--- src/rtl/axi_stream_pkg.sv ---
// Shared types and helpers for the AXI-stream lane blocks.
package axi_stream_pkg;

  // Width of a lane index. It never drops to zero, so a
  // single-lane configuration still has a legal index vector.
  function automatic int lane_idx_w(input int parallelism);
    return (parallelism > 1) ? $clog2(parallelism) : 1;
  endfunction

  localparam int DEFAULT_PARALLELISM = 4;
  localparam int LANE_IDX_W          = lane_idx_w(DEFAULT_PARALLELISM);

  typedef logic [LANE_IDX_W-1:0] lane_idx_t;

endpackage

--- src/rtl/axi_stream_if.sv ---
// Multi-lane AXI-stream bundle: PARALLELISM lanes of DATA_WIDTH bits,
// with a per-lane mask and a packet-level last flag.
interface axi_stream_if #(
  parameter int DATA_WIDTH  = 32,
  parameter int PARALLELISM = 4
);
  logic [PARALLELISM-1:0][DATA_WIDTH-1:0] data;
  logic                                   valid;
  logic                                   ready;
  logic                                   last;
  logic [PARALLELISM-1:0]                 mask;

  modport master (output data, valid, last, mask, input ready);
  modport slave  (input data, valid, last, mask, output ready);
endinterface

--- src/rtl/axi_stream_lane_unpacker_lane_priority_enc.sv ---
// Lowest-set-bit encoder. Compaction blocks use it to pick the next live lane.
module lane_priority_enc
  import axi_stream_pkg::*;
#(
  parameter  int PARALLELISM = 4,
  localparam int SEL_W       = lane_idx_w(PARALLELISM)
) (
  input  logic [PARALLELISM-1:0] i_req,
  output logic [SEL_W-1:0]       o_sel,
  output logic                   o_found
);

  // Scan from the top lane down so that the lowest set lane is written last.
  always_comb begin
    // NOTE: every output gets a default before the loop. A path that leaves
    // o_sel unassigned would infer a latch.
    o_sel   = '0;
    o_found = |i_req;
    for (int i = PARALLELISM - 1; i >= 0; i--) begin
      if (i_req[i]) o_sel = SEL_W'(i);
    end
  end

endmodule

--- src/rtl/axi_stream_lane_unpacker.sv ---
// Wide-to-scalar AXI-stream unpacker. It holds one wide beat and emits its
// live lanes one per cycle, lowest lane first. Masked-off lanes are
// skipped, and the packet last flag goes out on the final live lane.
module axi_stream_lane_unpacker
  import axi_stream_pkg::*;
#(
  parameter  int DATA_WIDTH  = 32,
  parameter  int PARALLELISM = 4,
  localparam int SEL_W       = lane_idx_w(PARALLELISM)
) (
  input  logic           clk,
  input  logic           rst_n,
  axi_stream_if.slave    s_axis,
  axi_stream_if.master   m_axis,
  output logic           empty_last_o
);

  logic [PARALLELISM-1:0][DATA_WIDTH-1:0] r_beat;
  logic [PARALLELISM-1:0]                 r_rem;
  logic                                   r_last;
  logic                                   r_empty_last;

  logic [SEL_W-1:0]       w_sel;
  logic                   w_found;
  logic [PARALLELISM-1:0] w_rem_next;
  logic                   w_out_fire;
  logic                   w_in_ready;
  logic                   w_in_fire;

  lane_priority_enc #(
    .PARALLELISM (PARALLELISM)
  ) u_lane_priority_enc (
    .i_req   (r_rem),
    .o_sel   (w_sel),
    .o_found (w_found)
  );

  // Clearing the lowest set bit is the same as clearing lane w_sel.
  assign w_rem_next = r_rem & (r_rem - PARALLELISM'(1));

  assign w_out_fire = w_found && m_axis.ready;
  // The path from m_axis.ready to s_axis.ready is combinational. A new beat
  // can load in the same cycle the final lane leaves, so no bubble appears.
  assign w_in_ready = (r_rem == '0) || (w_out_fire && (w_rem_next == '0));
  assign w_in_fire  = s_axis.valid && w_in_ready;

  assign s_axis.ready = w_in_ready;

  assign m_axis.valid = w_found;
  assign m_axis.data  = r_beat[w_sel];
  assign m_axis.mask  = w_found;
  assign m_axis.last  = r_last && (w_rem_next == '0) && w_found;

  assign empty_last_o = r_empty_last;

  // Control state. A newly accepted beat overrides the drain of the old one.
  always_ff @(posedge clk) begin
    // NOTE: sequential state uses non-blocking assignments only, so every
    // flop samples the pre-edge values.
    if (!rst_n) begin
      r_rem        <= '0;
      r_last       <= 1'b0;
      r_empty_last <= 1'b0;
    end else begin
      if (w_in_fire) begin
        r_rem  <= s_axis.mask;
        r_last <= s_axis.last;
      end else if (w_out_fire) begin
        r_rem  <= w_rem_next;
      end
      r_empty_last <= w_in_fire && s_axis.last && (s_axis.mask == '0);
    end
  end

  // Beat payload capture.
  // NOTE: the payload has no reset. r_rem == 0 already marks it dead, and
  // leaving out the reset keeps the wide register a plain enable-flop array.
  always_ff @(posedge clk) begin
    if (w_in_fire) r_beat <= s_axis.data;
  end

endmodule

--- src/flat_wrapper.sv ---
// flat-port wrapper written by rule: the top's interface ports become plain ports
module axi_stream_lane_unpacker_flat import axi_stream_pkg::*;
#(
  parameter  int DATA_WIDTH  = 32,
  parameter  int PARALLELISM = 4,
  localparam int SEL_W       = lane_idx_w(PARALLELISM)
)
  (clk, rst_n, empty_last_o, s_axis_data, s_axis_valid, s_axis_last, s_axis_mask, s_axis_ready, m_axis_data, m_axis_valid, m_axis_last, m_axis_mask, m_axis_ready);
  axi_stream_if #(.DATA_WIDTH(DATA_WIDTH), .PARALLELISM(PARALLELISM)) s_axis_i ();
  axi_stream_if #(.DATA_WIDTH(DATA_WIDTH), .PARALLELISM(PARALLELISM)) m_axis_i ();
  input  logic clk;
  input  logic rst_n;
  output logic empty_last_o;
  input wire logic [$bits(s_axis_i.data)-1:0] s_axis_data;
  input wire logic [$bits(s_axis_i.valid)-1:0] s_axis_valid;
  input wire logic [$bits(s_axis_i.last)-1:0] s_axis_last;
  input wire logic [$bits(s_axis_i.mask)-1:0] s_axis_mask;
  output wire logic [$bits(s_axis_i.ready)-1:0] s_axis_ready;
  output wire logic [$bits(m_axis_i.data)-1:0] m_axis_data;
  output wire logic [$bits(m_axis_i.valid)-1:0] m_axis_valid;
  output wire logic [$bits(m_axis_i.last)-1:0] m_axis_last;
  output wire logic [$bits(m_axis_i.mask)-1:0] m_axis_mask;
  input wire logic [$bits(m_axis_i.ready)-1:0] m_axis_ready;
  assign s_axis_i.data = s_axis_data;
  assign s_axis_i.valid = s_axis_valid;
  assign s_axis_i.last = s_axis_last;
  assign s_axis_i.mask = s_axis_mask;
  assign s_axis_ready = s_axis_i.ready;
  assign m_axis_data = m_axis_i.data;
  assign m_axis_valid = m_axis_i.valid;
  assign m_axis_last = m_axis_i.last;
  assign m_axis_mask = m_axis_i.mask;
  assign m_axis_i.ready = m_axis_ready;
  axi_stream_lane_unpacker #(.DATA_WIDTH(DATA_WIDTH), .PARALLELISM(PARALLELISM)) u_core (.clk(clk), .rst_n(rst_n), .s_axis(s_axis_i), .m_axis(m_axis_i), .empty_last_o(empty_last_o));
endmodule
--- config.mk ---
export PLATFORM = sky130hd
export DESIGN_NAME = axi_stream_lane_unpacker_flat
export DESIGN_NICKNAME = d
export VERILOG_FILES = /design/src/rtl/axi_stream_pkg.sv /design/src/rtl/axi_stream_if.sv /design/src/rtl/axi_stream_lane_unpacker_lane_priority_enc.sv /design/src/rtl/axi_stream_lane_unpacker.sv /design/src/flat_wrapper.sv
export SDC_FILE = /design/constraint.sdc
export NUM_CORES = 1
export LEC_CHECK = 0
export ABC_AREA = 1
export CAP_MARGIN = 0
export CORE_MARGIN = 1.5
export CORE_UTILIZATION = 41
export DETAILED_ROUTE_END_ITERATION = 16
export PLACE_DENSITY = 0.77
export RECOVER_POWER = 100
export SYNTH_ARGS = -nofsm -noshare
export SYNTH_HDL_FRONTEND = slang
export SYNTH_HIERARCHICAL = 1
export SYNTH_SLANG_ARGS = --single-unit
export TNS_END_PERCENT = 1
--- constraint.sdc ---
create_clock -name clk -period 5.12 [get_ports clk]
set_input_delay 0.512 -clock clk [delete_from_list [all_inputs] [get_ports clk]]
set_output_delay 0.512 -clock clk [all_outputs]
set_load 0.1 [all_outputs]
==> results_dict.tcl <==
set metrics [dict create \
    rows 43 \
    cts-root-buf "clkbuf_16" \
    holdPathStages 2 \
    post-route-min-period_ns 4.38 \
    core_mm2 0.0139 \
    yosysUniqueCellTypes 21 \
    worstRegToRegCells 9 \
    drive_gt1_frac 0.0649 \
    status "finished, violations left" \
    area_growth_pct 36.9 \
    fin_nets 787 \
    crit_top_cell "inv_1" \
    p_leak_nw 3.07 \
    cp_slowest_cell "dlygate4sd3_1" \
    die_height_um 122 \
    clk_path_buf_depth 2 \
    drtPass1Iterations 4 \
    grt_max_degree 75 \
    grtUsageTotal 0.173 \
    slew_viol_final 75 \
    cts_resized 0 \
    p_per_area_mw_per_mm2 536 \
    synth_top_cell_area_share 0.657 \
    setup_tns_ns 0 \
    critPathKind "flop to output pin" \
    fp.dieW_um 122 \
    critPathBufInv 4 \
    worst_pin_slew_ns 2.81 \
    slew_headroom -0.876 \
    wl_mm 12.6 \
    ys_ff_latch 134 \
    crit_family "buffers and inverters" \
    cts_hold_buffers 0 \
    finClkSkew_ns 0.00691 \
    synth_area_mm2 0.00585 \
    yosysWarnings 6 \
    drtAntennaViolNets 0 \
    die-area_mm2 0.0150 \
    report.power.total_mw 4.29 \
    violations "capacitance limit, slew limit" \
    gp_congestion 0.833 \
    min_path_type "flop to flop" \
    cts_tree "yes" \
    period_share 0.855 \
    ys_seq_area_frac 0.678 \
    yosys.area.top_type "edfxtp_1" \
    maxCapViolCount 1 \
    startpoint_type "flop" \
    cp-end-kind "output pin" \
    hpwl_mm 8.67 \
    numCtsBuffers 17 \
    htreeDepth 4 \
    num_vias 3897 \
    grt_pass1_wl_mm 19.2 \
    cpPeakStageDelay_ns 1.26 \
    synthCells 475 \
    cp_cell_sequence "inv_1, nand2_1, a21oi_2, buf_4, inv_1, o21ai_0, o22ai_1, dlygate4sd3_1" \
    synth.avg_cell_area_um2 12.3 \
    clock-sinks 134 \
    antenna_found_initial 5 \
    start_util 0.421 \
    rsz0062_at_grt "false" \
    drc 0 \
    finalSetupViolCount 0 \
    grt_pass1_vias 3772 \
    cp.depth 8 \
    crit_fanout 33 \
    arrival_ns 3.87 \
    drtIter0Drc 289 \
    grt-ovfl-total 0 \
    post_drt_wl_per_cell_um 14.9 \
    ir_drop_mv 0.348 \
    fmax_mhz 228 \
    ios 273 \
    clock_latency_ns 0.41 \
    hold_violations 0 \
    synthTopCellsByArea "edfxtp_1 66%, buf_4 13%, o21ai_0 5.2%" \
    port_buffers 173 \
    viasPerCell 4.60 \
    whs_ns 0.468 \
    path_clk_slew_ns 0.06 \
    required_ns 4.61 \
    cts_setup_buffers 0 \
]
## cell usage after synthesis
library cell,n
a21oi_1,1
a21oi_2,3
a31oi_1,1
buf_2,6
buf_4,101
clkbuf_1,12
conb_1,1
dfxtp_1,6
edfxtp_1,128
inv_1,13
inv_2,3
nand2_1,20
nand2_4,1
nand3_1,9
nand3_2,2
nand4_1,1
nor2_1,69
nor2_2,2
o21ai_0,61
o21ai_1,3
o22ai_1,32
## worst min-delay path, stage by stage, from the launching register on
cell     delay, ns
dfxtp_1       0.31
nand2_1       0.06
a21oi_1       0.05
## cell usage in the layout, fill, tap and decap left out, drive strengths merged, types with 2 or more instances in the layout
cell type	synthesis	final
a21oi	4	4
buf	107	4
bufinv	0	5
clkbuf	12	18
clkdlybuf4s50	0	8
clkinv	0	8
clkinvlp	0	2
conb	1	99
dfxtp	6	6
diode	0	4
dlygate4sd3	0	164
edfxtp	128	128
inv	16	16
nand2	21	21
nand3	11	11
nor2	71	71
o21ai	64	64
o22ai	32	32
## cells by family (layout without fill, tap and decap cells)
| kind of cell | count (synthesis) | count (layout) | synth area share |
|---|---|---|---|
| compound gates | 101 | 101 | 0.0954 |
| other cells | 1 | 103 | 0.000641 |
| simple gates | 104 | 104 | 0.0734 |
| buf+inv | 135 | 225 | 0.153 |
| flops | 134 | 134 | 0.678 |
## stage by stage
step	utilization	cell area, um^2	cells	setup slack, ns
after global routing	0.577	8000	846	0.385
after floorplan	-	6220	573	0.123
after global placement	0.531	7380	811	1.30
final	0.577	8010	847	0.741
after CTS	0.577	8010	843	0.815
after detailed placement	0.531	7380	811	1.27
## worst paths after layout
| path | slack (ns) | end | startpoint |
|---|---|---|---|
| worst min-delay path | 0.47 | u_core/r_last | u_core/r_last |
| worst max-delay path | 0.74 | m_axis_data[2] | u_core/r_rem[0] |
| worst min register to register | 0.47 | u_core/r_last | u_core/r_last |
| worst max register to register | 0.82 | u_core/r_beat[37] | u_core/r_rem[3] |
## power by group
group / internal, mW / total (mW) / switching [mW]
Clock: 0.857 / 1.30 / 0.442
Sequential: 1.37 / 1.40 / 0.0346
Combinational: 0.270 / 1.58 / 1.31
Total: 2.50 / 4.29 / 1.79
## sequential cells by signal, indices dropped and copies added, names as in the netlist
signal / flops
u_core/empty_last_o: 1
u_core/r_beat: 128
u_core/r_last: 1
u_core/r_rem: 4
## routing by layer
layer,track usage,vias up,wire length (um)
met2,0.292,233,6600
met5,0,-,16
met4,0.0923,2,318
met3,0.0637,27,1060
li1,-,1839,-
met1,0.191,1796,4650
## layout make-up
class / instances / area, um^2
fillers: 1120 / 5880
inverters: 16 / 60.1
clock buffers: 17 / 425
repair buffers: 177 / 1760
flip-flops and latches: 134 / 3960
clock inverters: 15 / 210
diodes: 4 / 10.0
well taps: 180 / 225
multi-input cells: 304 / 1360
Power figures use the tool's default switching activity.
